## src/rtl/cache_state_array_pkg.sv

```systemverilog
// ----------------------------------------------------------------------------
// cache_pkg
// Shared definitions for the data-cache state array and its flush engine.
//   ABSENT / PRESENT     : encoding of a valid or dirty bit
//   CACHE_SETS/CACHE_WAYS: default geometry, shared with the tag RAM
//   flush_state_t        : flush engine states
//   way_width()          : width of a way number (at least one bit)
// ----------------------------------------------------------------------------
package cache_pkg;

    localparam logic ABSENT  = 1'b0;
    localparam logic PRESENT = 1'b1;

    localparam int unsigned CACHE_SETS = 64;
    localparam int unsigned CACHE_WAYS = 2;

    typedef enum logic [1:0] {
        IDLE = 2'd0,
        SCAN = 2'd1,
        WB   = 2'd2,
        DONE = 2'd3
    } flush_state_t;

    // A direct-mapped cache still carries a one-bit way field.
    function automatic int unsigned way_width(input int unsigned ways);
        return (ways > 1) ? $clog2(ways) : 1;
    endfunction

endpackage

```

## src/rtl/cache_state_array_flush_ctrl.sv

```systemverilog
// ----------------------------------------------------------------------------
// cache_flush_ctrl
// Sequential flush engine for the cache state array. Walks every set once,
// clearing it; in clean mode each valid+dirty line is first offered to the
// write-back path and the set is re-examined after every accepted offer.
// Ports:
//   Clk, Reset            clock, synchronous active-high reset
//   FlushReq, FlushMode   start request (IDLE only) and mode (1 = clean)
//   i_set_valid/dirty     valid/dirty vector of set o_ptr
//   o_ptr                 set currently being swept
//   o_clr_set             clear valid and dirty of every way in set o_ptr
//   o_clr_dirty           per-way dirty clear for set o_ptr
//   FlushBusy, FlushDone  engine active / one-cycle completion pulse
//   WbValid/Index/Way     line offered to write-back
//   WbReady               write-back accepts the offered line
// ----------------------------------------------------------------------------
module cache_flush_ctrl
    import cache_pkg::*;
#(
    parameter int unsigned SETS  = CACHE_SETS,
    parameter int unsigned WAYS  = CACHE_WAYS,
    localparam int unsigned IDX_W = $clog2(SETS),
    localparam int unsigned WAY_W = way_width(WAYS)
) (
    input  logic             Clk,
    input  logic             Reset,
    input  logic             FlushReq,
    input  logic             FlushMode,
    input  logic [WAYS-1:0]  i_set_valid,
    input  logic [WAYS-1:0]  i_set_dirty,
    output logic [IDX_W-1:0] o_ptr,
    output logic             o_clr_set,
    output logic [WAYS-1:0]  o_clr_dirty,
    output logic             FlushBusy,
    output logic             FlushDone,
    output logic             WbValid,
    output logic [IDX_W-1:0] WbIndex,
    output logic [WAY_W-1:0] WbWay,
    input  logic             WbReady
);

    flush_state_t     r_state, w_state_nxt;
    logic [IDX_W-1:0] r_ptr, w_ptr_nxt;
    logic             r_mode, w_mode_nxt;
    logic [WAY_W-1:0] r_wb_way, w_wb_way_nxt;

    logic             w_hit;
    logic [WAY_W-1:0] w_hit_way;

    // Lowest-numbered valid+dirty way: scan downwards so the lowest match
    // is the last one written.
    always_comb begin
        w_hit     = 1'b0;
        w_hit_way = '0;
        for (int unsigned i = WAYS; i > 0; i--) begin
            if (i_set_valid[i-1] == PRESENT && i_set_dirty[i-1] == PRESENT) begin
                w_hit     = 1'b1;
                w_hit_way = WAY_W'(i - 1);
            end
        end
    end

    always_ff @(posedge Clk) begin
        if (Reset) begin
            r_state  <= IDLE;
            r_ptr    <= '0;
            r_mode   <= 1'b0;
            r_wb_way <= '0;
        end else begin
            r_state  <= w_state_nxt;
            r_ptr    <= w_ptr_nxt;
            r_mode   <= w_mode_nxt;
            r_wb_way <= w_wb_way_nxt;
        end
    end

    always_comb begin
        w_state_nxt  = r_state;
        w_ptr_nxt    = r_ptr;
        w_mode_nxt   = r_mode;
        w_wb_way_nxt = r_wb_way;
        o_clr_set    = 1'b0;
        o_clr_dirty  = '0;
        unique case (r_state)
            IDLE: begin
                if (FlushReq) begin
                    w_state_nxt = SCAN;
                    w_ptr_nxt   = '0;
                    w_mode_nxt  = FlushMode;
                end
            end
            SCAN: begin
                if (r_mode && w_hit) begin
                    w_state_nxt  = WB;
                    w_wb_way_nxt = w_hit_way;
                end else begin
                    o_clr_set = 1'b1;
                    // Terminate on the last index so ptr never wraps.
                    if (r_ptr == IDX_W'(SETS - 1)) begin
                        w_state_nxt = DONE;
                    end else begin
                        w_ptr_nxt = r_ptr + 1'b1;
                    end
                end
            end
            WB: begin
                if (WbReady) begin
                    for (int unsigned w = 0; w < WAYS; w++) begin
                        o_clr_dirty[w] = (r_wb_way == WAY_W'(w));
                    end
                    // Same ptr: the set is re-examined for further dirty ways.
                    w_state_nxt = SCAN;
                end
            end
            DONE: begin
                w_state_nxt = IDLE;
            end
            default: begin
                w_state_nxt = IDLE;
            end
        endcase
    end

    // All outputs decode flops only, so WbValid never depends on WbReady.
    assign o_ptr     = r_ptr;
    assign FlushBusy = (r_state != IDLE);
    assign FlushDone = (r_state == DONE);
    assign WbValid   = (r_state == WB);
    assign WbIndex   = r_ptr;
    assign WbWay     = r_wb_way;

endmodule

```

## src/rtl/cache_state_array.sv

```systemverilog
// ----------------------------------------------------------------------------
// cache_state_array
// Per-set, per-way valid/dirty flop array for the set-associative data cache
// with a registered read of all ways of a set and a sequential flush engine.
// Ports:
//   Clk, Reset            clock, synchronous active-high reset (clears all)
//   RdIndex               set to read; ValidOut/DirtyOut one cycle later
//   WrEn, WrIndex, WrWay  single-line write, dropped while FlushBusy=1
//   WrValid, WrDirty      new state of the written line
//   FlushReq, FlushMode   start flush (0 = invalidate, 1 = clean+invalidate)
//   FlushBusy, FlushDone  flush in progress / one-cycle completion pulse
//   WbValid, WbIndex,     dirty line offered to write-back during a clean
//   WbWay, WbReady        flush, valid/ready handshake
// ----------------------------------------------------------------------------
module cache_state_array
    import cache_pkg::*;
#(
    parameter int unsigned SETS  = CACHE_SETS,
    parameter int unsigned WAYS  = CACHE_WAYS,
    localparam int unsigned IDX_W = $clog2(SETS),
    localparam int unsigned WAY_W = way_width(WAYS)
) (
    input  logic             Clk,
    input  logic             Reset,
    input  logic [IDX_W-1:0] RdIndex,
    output logic [WAYS-1:0]  ValidOut,
    output logic [WAYS-1:0]  DirtyOut,
    input  logic             WrEn,
    input  logic [IDX_W-1:0] WrIndex,
    input  logic [WAY_W-1:0] WrWay,
    input  logic             WrValid,
    input  logic             WrDirty,
    input  logic             FlushReq,
    input  logic             FlushMode,
    output logic             FlushBusy,
    output logic             FlushDone,
    output logic             WbValid,
    output logic [IDX_W-1:0] WbIndex,
    output logic [WAY_W-1:0] WbWay,
    input  logic             WbReady
);

    logic [WAYS-1:0]  r_valid [SETS];
    logic [WAYS-1:0]  r_dirty [SETS];
    logic [WAYS-1:0]  r_valid_out;
    logic [WAYS-1:0]  r_dirty_out;

    logic [IDX_W-1:0] w_ptr;
    logic             w_clr_set;
    logic [WAYS-1:0]  w_clr_dirty;
    logic             w_busy;
    logic             w_wr_ok;

    cache_flush_ctrl #(
        .SETS (SETS),
        .WAYS (WAYS)
    ) u_flush_ctrl (
        .Clk         (Clk),
        .Reset       (Reset),
        .FlushReq    (FlushReq),
        .FlushMode   (FlushMode),
        .i_set_valid (r_valid[w_ptr]),
        .i_set_dirty (r_dirty[w_ptr]),
        .o_ptr       (w_ptr),
        .o_clr_set   (w_clr_set),
        .o_clr_dirty (w_clr_dirty),
        .FlushBusy   (w_busy),
        .FlushDone   (FlushDone),
        .WbValid     (WbValid),
        .WbIndex     (WbIndex),
        .WbWay       (WbWay),
        .WbReady     (WbReady)
    );

    assign w_wr_ok = WrEn & ~w_busy;

    // Port writes and flush clears never coincide: ports are blocked while
    // the engine is busy, and the engine only clears while busy.
    always_ff @(posedge Clk) begin
        if (Reset) begin
            r_valid     <= '{default: {WAYS{ABSENT}}};
            r_dirty     <= '{default: {WAYS{ABSENT}}};
            r_valid_out <= {WAYS{ABSENT}};
            r_dirty_out <= {WAYS{ABSENT}};
        end else begin
            // Sampled before this edge's update: same-set read sees old data.
            r_valid_out <= r_valid[RdIndex];
            r_dirty_out <= r_dirty[RdIndex];
            if (w_wr_ok) begin
                r_valid[WrIndex][WrWay] <= WrValid;
                r_dirty[WrIndex][WrWay] <= WrDirty;
            end
            if (w_clr_set) begin
                r_valid[w_ptr] <= {WAYS{ABSENT}};
                r_dirty[w_ptr] <= {WAYS{ABSENT}};
            end else if (|w_clr_dirty) begin
                r_dirty[w_ptr] <= r_dirty[w_ptr] & ~w_clr_dirty;
            end
        end
    end

    assign ValidOut  = r_valid_out;
    assign DirtyOut  = r_dirty_out;
    assign FlushBusy = w_busy;

endmodule

```

## config.mk

```make
export PLATFORM = sky130hd
export DESIGN_NAME = cache_state_array
export DESIGN_NICKNAME = d
export VERILOG_FILES = /design/src/rtl/cache_state_array_pkg.sv /design/src/rtl/cache_state_array_flush_ctrl.sv /design/src/rtl/cache_state_array.sv
export SDC_FILE = /design/constraint.sdc
export NUM_CORES = 1
export LEC_CHECK = 0
export ABC_CLOCK_PERIOD_IN_PS = 8800
export CAP_MARGIN = 20
export CELL_PAD_IN_SITES_DETAIL_PLACEMENT = 1
export CELL_PAD_IN_SITES_GLOBAL_PLACEMENT = 2
export CORE_MARGIN = 1
export CORE_UTILIZATION = 40
export DETAILED_ROUTE_END_ITERATION = 16
export MAX_ROUTING_LAYER = met4
export PLACE_DENSITY = 0.85
export SLEW_MARGIN = 25
export SYNTH_ARGS = -nofsm -noshare
export SYNTH_HDL_FRONTEND = slang
export SYNTH_SLANG_ARGS = --single-unit
```

## constraint.sdc

```tcl
create_clock -name Clk -period 8.8 [get_ports Clk]
set_input_delay 1.76 -clock Clk [delete_from_list [all_inputs] [get_ports Clk]]
set_output_delay 1.76 -clock Clk [all_outputs]
set_load 0.03 [all_outputs]
```

==> impl_metrics.toml, run 1 <==
[run_status]
outcome = "finished clean"

[logic_synthesis]
synth_ff_type = "dfxtp_1"
syn_nets = 1664
yosys_register_bits = 270
avgSynthCellArea_um2 = 10.1
ys_seq_area_frac = 0.324
yosysWarnings = 0
syn_inst = 1642
yosysTopAreaCell = "dfxtp_1"
synth_edf_count = 0
netlist_area_mm2 = 0.0167
synth.distinct_cells = 76
synthArstFlopShare = 0
yosys.area.top_type_share = 0.324
synthTopCellsByArea = "dfxtp_1, mux2i_1, mux4_2, a211oi_1, a311oi_1"

[grt]
antenna_found_initial = 3
grt_max_degree = 121
track_usage = 0.353
grt_pass1_wl_um = 106000
grt_pass1_vias = 15390
grt_overflow_total = 0

[timing]
worst_slew_pin_slew_ns = 1.13
tns_ns = 0
fin_crit_sh = 0.671
final-max-slew-violation-count = 0
finalSetupViolCount = 0
slew_headroom = 0.247
fin_skew_ns = 0.0230
rsz0062_at_grt = "false"
holdWs_ns = 0.560
final.min_clock_period_ns = 5.91
fmax_mhz = 169
hold_viol = 0

[placement]
place_area_mm2 = 0.0170
globalplace.congestion = 0.981
numPortBuffers = 34
place_hpwl_um = 45700

[clock_tree]
clock_path_buffers = 3
postCtsSetupBuffers = 0
cts.sinks = 270
cts.clk_slew.worst_paths_ns = 0.06
clk_latency_ns = 0.55
cts_resized = 0
cts_tree = "yes"
htree_levels = 2
ctsHoldBuffers = 0
cts_buffers = 34
cts_root_buffer = "clkbuf_16"

[final_layout]
nNetsFinal = 1585
syn_to_final_growth_pct = 8.60
postLayoutCoreUtil = 0.442
final_area_mm2 = 0.0181
layout-drive-gt1-share = 0.142

[power]
p_sw_frac = 0.279
ir_worst_vdd_v = 0.000105
pwr-share-clk = 0.469
pwr-share-seq = 0.424
power_mw = 2.91
leakagePower_nw = 6.31
p_int_mw = 2.10
comb_power_share = 0.108
p_sw_mw = 0.812
powerDensity_mw_per_mm2 = 161

[worst_setup_path]
critical_path_peak_fanout = 66
worstSetupStartpointType = "flip-flop"
regToRegSetupSlack_ns = 2.89
cp.required_ns = 9.18
endpoint = "r_dirty[30]$_SDFF_PP0_"
cp-startpoint = "u_flush_ctrl.WbIndex[0]$_SDFFE_PP0P_"
reg2reg_depth = 10
endpoint_kind = "flip-flop"
cp.arrival_ns = 6.28
rr_startpoint = "u_flush_ctrl.WbIndex[0]$_SDFFE_PP0P_"
reg2reg_to = "r_dirty[30]$_SDFF_PP0_"
critPathKind = "reg -> reg"

[detailed_routing]
drc = 0
dr.first_iter.drc_count = 1922
antenna_left = 0
vias = 15091
via_per_inst = 7.15
drt_first_pass_iters = 5
wl_um = 71500
wl_per_cell_um = 33.9

[floorplanning]
die_w_um = 206
row_count = 74
io_pins = 35
dieHeight_um = 206
core_mm2 = 0.0409
initial_core_util = 0.407
die_area_mm2 = 0.0425

[job]
maxCapViolCount = 0

[worst_hold_path]
hold_class = "reg -> reg"
flip-flops by register name (all words and copies together), names as in the netlist:
register / count
r_dirty: 128
r_valid: 128
u_flush_ctrl.WbIndex: 6
DirtyOut: 2
ValidOut: 2
u_flush_ctrl.r_state: 2
u_flush_ctrl.WbWay: 1
u_flush_ctrl.r_mode: 1
worst min-delay path by stage:
stage	startpoint	endpoint	cells after the start
after floorplan	u_flush_ctrl.r_mode$_SDFFE_PP0P_	u_flush_ctrl.r_mode$_SDFFE_PP0P_	2
after CTS	r_valid[17]$_SDFF_PP0_	r_valid[17]$_SDFF_PP0_	2
after global routing	r_valid[36]$_SDFF_PP0_	r_valid[36]$_SDFF_PP0_	2
after global placement	r_dirty[20]$_SDFF_PP0_	r_dirty[20]$_SDFF_PP0_	2
final	r_dirty[66]$_SDFF_PP0_	r_dirty[66]$_SDFF_PP0_	2
after detailed placement	u_flush_ctrl.WbWay$_SDFFE_PP0P_	u_flush_ctrl.WbWay$_SDFFE_PP0P_	2
metal layers:
layer / wire length (um) / global-route usage / share of wire
met1: 28500 / 0.442 / 0.40
met5: 0 / - / 0
met2: 31400 / 0.512 / 0.44
met4: 4790 / 0.216 / 0.067
met3: 6840 / 0.0828 / 0.096
power by group through the flow:
| stage | logic, mW | registers, mW | clock network, mW |
|---|---|---|---|
| floorplan | 0.200 | 1.26 | 0 |
| global placement | 0.296 | 1.26 | 0 |
| detailed placement | 0.299 | 1.26 | 0 |
| CTS | 0.300 | 1.23 | 1.37 |
| global route | 0.320 | 1.23 | 1.42 |
| finish | 0.313 | 1.23 | 1.36 |
critical path, cell delays in order (launching register included):
cell and delay, ns:
dfxtp_1 0.31, buf_4 0.41, nand2b_2 0.71, o22ai_1 0.25, o31ai_1 0.63, o2111ai_1 0.29
nor4_4 0.43, o221a_4 0.75, nand2b_4 0.94, buf_4 0.66, a311oi_1 0.21
layout make-up:
cell class / instances / area [um2]
Clock buffer: 45 / 973
Multi-Input combinational cell: 1176 / 10300
Tap cell: 532 / 666
Sequential cell: 270 / 5410
Timing Repair Buffer: 65 / 608
Clock inverter: 5 / 57.6
Inverter: 16 / 60.1
Fill cell: 4496 / 22800
Antenna cell: 3 / 7.51
synthesized netlist by cell type, drive strengths merged (9+ instances only):
library cell / count
a311oi: 128
o32ai: 10
nor3: 15
a21oi: 14
nor2: 120
a22o: 15
a211oi: 129
nand3b: 12
mux4: 88
nor2b: 9
nand2b: 12
inv: 16
clkbuf: 106
nand2: 141
o22ai: 30
and2: 10
dfxtp: 270
mux2i: 315
buf: 74
nor3b: 9
a221o: 19
kinds of logic (layout without fill, tap and decap cells):
group / Yosys count / count (layout) / share of synthesized area
AO/OA/AOI/OAI: 401 / 401 / 0.201
flip-flops: 270 / 270 / 0.324
multiplexers: 408 / 408 / 0.312
buffers and inverters: 196 / 131 / 0.0583
other: 0 / 3 / 0
adder cells (fa/ha/maj): 1 / 1 / 0.000751
AND/OR/NAND/NOR: 366 / 366 / 0.104
cells in the final DEF, fill, tap and decap left out, types with 11 or more instances in the layout:
| master | Yosys | routed |
|---|---|---|
| nor2_1 | 119 | 119 |
| dfxtp_1 | 270 | 268 |
| a21oi_1 | 14 | 14 |
| o22ai_1 | 30 | 30 |
| nor3_1 | 12 | 11 |
| buf_4 | 7 | 31 |
| nand2_1 | 140 | 140 |
| a221o_1 | 19 | 19 |
| clkdlybuf4s50_1 | 0 | 29 |
| a22o_1 | 15 | 15 |
| nand3b_1 | 12 | 12 |
| mux4_2 | 88 | 88 |
| a311oi_2 | 18 | 18 |
| clkbuf_16 | 0 | 35 |
| inv_1 | 15 | 15 |
| a211oi_1 | 129 | 129 |
| mux2i_1 | 315 | 315 |
| a311oi_1 | 110 | 110 |
per-stage QoR:
step	setup slack [ns]	cells
floorplan	4.40	1642
global placement	2.99	2057
detailed placement	2.97	2057
CTS	2.95	2107
global route	2.81	2112
finish	2.89	2112
(Power assumes the default switching activity.)
==> run 2, diff against run 1 <==
--- a/config.mk
+++ b/config.mk
@@ -5,12 +5,12 @@
 export SDC_FILE = /design/constraint.sdc
 export NUM_CORES = 1
 export LEC_CHECK = 0
-export ABC_CLOCK_PERIOD_IN_PS = 8800
+export ABC_CLOCK_PERIOD_IN_PS = 5070
 export CAP_MARGIN = 20
 export CELL_PAD_IN_SITES_DETAIL_PLACEMENT = 1
 export CELL_PAD_IN_SITES_GLOBAL_PLACEMENT = 2
 export CORE_MARGIN = 1
-export CORE_UTILIZATION = 40
+export CORE_UTILIZATION = 38
 export DETAILED_ROUTE_END_ITERATION = 16
 export MAX_ROUTING_LAYER = met4
 export PLACE_DENSITY = 0.85
==> constraint.sdc (replaced) <==
create_clock -name Clk -period 5.07 [get_ports Clk]
set_input_delay 1.014 -clock Clk [delete_from_list [all_inputs] [get_ports Clk]]
set_output_delay 1.014 -clock Clk [all_outputs]
set_load 0.03 [all_outputs]
==> run 2 against run 1 <==
Combinational power up 76%. Sequential cell count unchanged. Via count up 2.6%. Die area up 5.2%. Critical path type unchanged. Sequential power up 74%. Worst hold slack worse by 0.0048 ns. Largest cell class unchanged. Global-route usage down 0.84 points.
==> impl_metrics.toml, run 2 (synthesis results as in run 1) <==
[timing]
worst_slew_pin_slew_ns = 1.12
holdWs_ns = 0.555
fmax_mhz = 232
slew_headroom = 0.253
hold_viol = 0
final.min_clock_period_ns = 4.32
fin_skew_ns = 0.0134
final-max-slew-violation-count = 0
fin_crit_sh = 0.851
finalSetupViolCount = 0
tns_ns = 0
rsz0062_at_grt = "false"

[power]
ir_worst_vdd_v = 0.000175
p_int_mw = 4.03
pwr-share-seq = 0.389
pwr-share-clk = 0.511
leakagePower_nw = 6.49
p_sw_frac = 0.269
powerDensity_mw_per_mm2 = 297
comb_power_share = 0.100
p_sw_mw = 1.48

[detailed_routing]
antenna_left = 0
via_per_inst = 7.08
wl_per_cell_um = 34.3
vias = 15482
dr.first_iter.drc_count = 2067
wl_um = 74900
drt_first_pass_iters = 5
drc = 0

[grt]
grt_pass1_vias = 15551
antenna_found_initial = 3
grt_overflow_total = 0
use_met1 = 0.431
use_met3 = 0.0915
grt_max_degree = 135
grt-busiest-layer = "met2"
use_met2 = 0.497
grt_pass1_wl_um = 109000
track_usage = 0.344

[floorplanning]
die_area_mm2 = 0.0447
initial_core_util = 0.386
row_count = 76
core_mm2 = 0.0432
io_pins = 35
dieHeight_um = 211
die_w_um = 211

[worst_setup_path]
worstSetupStartpointType = "flip-flop"
timing.critical_path.mode_cell = "buf_4"
endpoint_kind = "flip-flop"
cp.required_ns = 5.46
slowest_delay_ns = 0.66
cp_cell_sequence = "buf_4, nand2b_1, buf_4, o22a_1, a31o_2, o221a_2, and4bb_4, o221a_4, nand2b_4, buf_12, a311oi_1"
critical_path_peak_fanout = 37
cp.arrival_ns = 4.71
critPathKind = "reg -> reg"
slowest_stage = "dfxtp_1"

[placement]
globalplace.congestion = 0.994
numPortBuffers = 34
place_hpwl_um = 48800

[final_layout]
nNetsFinal = 1597
syn_to_final_growth_pct = 11.3
mostFrequentLayoutCell = "mux2i_1"
layout-drive-gt1-share = 0.156
n_fill_cell = 4732
final_cell_mix = "mux2i_1, dfxtp_1, nand2_1"

[clock_tree]
cts.sinks = 270
cts_resized = 0
htree_levels = 2
cts_buffers = 34
cts.clk_slew.worst_paths_ns = 0.06
postCtsSetupBuffers = 0
cts_tree = "yes"
clock_path_buffers = 3
ctsHoldBuffers = 0
cts_root_buffer = "clkbuf_16"
clk_latency_ns = 0.53

[run_status]
outcome = "finished clean"

[worst_hold_path]
hold_class = "reg -> reg"

[job]
maxCapViolCount = 0
## run 2: per-stage QoR
step / worst slack, ns / instances / power [mW] / cell area [um2] / util
after floorplan: 1.42 / 1642 / 2.53 / 16700 / -
after global placement: 0.964 / 2124 / 2.71 / 17300 / 0.400
after detailed placement: 0.953 / 2124 / 2.72 / 17300 / 0.400
after CTS: 0.818 / 2184 / 5.49 / 18500 / 0.429
after global routing: 0.628 / 2186 / 5.61 / 18500 / 0.429
final: 0.755 / 2186 / 5.51 / 18500 / 0.429
## run 2: area by class of cell
| cell class | count | area [um2] | share of cell area |
|---|---|---|---|
| Timing Repair Buffer | 77 | 742 | 0.0400 |
| Inverter | 16 | 60.1 | 0.00324 |
| Tap cell | 585 | 732 | 0.0395 |
| Antenna cell | 2 | 5.00 | 0.000270 |
| Clock inverter | 17 | 270 | 0.0146 |
| Multi-Input combinational cell | 1176 | 10300 | 0.556 |
| Sequential cell | 270 | 5410 | 0.292 |
| Clock buffer | 43 | 1010 | 0.0545 |
## run 2: power groups by stage
| stage | Combinational (mW) | Sequential (mW) | Clock, mW |
|---|---|---|---|
| 2_1_floorplan | 0.348 | 2.18 | 0 |
| 3_3_place_gp | 0.524 | 2.19 | 0 |
| 6_report | 0.552 | 2.14 | 2.81 |
| 4_1_cts | 0.532 | 2.14 | 2.82 |
| 3_5_place_dp | 0.531 | 2.19 | 0 |
| 5_1_grt | 0.559 | 2.14 | 2.91 |
## run 2: worst max-delay path, delay by kind of cell, from the launching register on
| family | cells | cell delay, ns |
|---|---|---|
| AND/OR/NAND/NOR | 3 | 1.06 |
| buffers and inverters | 3 | 1.08 |
| AO/OA/AOI/OAI | 5 | 1.33 |
| flip-flops | 1 | 0.66 |
## run 2: worst paths after layout
kind,endpoint,start,slack (ns),cells past startpoint
max,r_dirty[87]$_SDFF_PP0_,u_flush_ctrl.WbIndex[0]$_SDFFE_PP0P_,0.75,11
min,r_dirty[66]$_SDFF_PP0_,r_dirty[66]$_SDFF_PP0_,0.56,2
max reg2reg,r_dirty[87]$_SDFF_PP0_,u_flush_ctrl.WbIndex[0]$_SDFFE_PP0P_,0.75,11
min reg2reg,r_dirty[66]$_SDFF_PP0_,r_dirty[66]$_SDFF_PP0_,0.56,2
## run 2: metal layers
layer,part of all wire,wire length (um)
met5,0,0
met4,0.065,4840
met3,0.11,8580
met2,0.43,32100
met1,0.39,29400
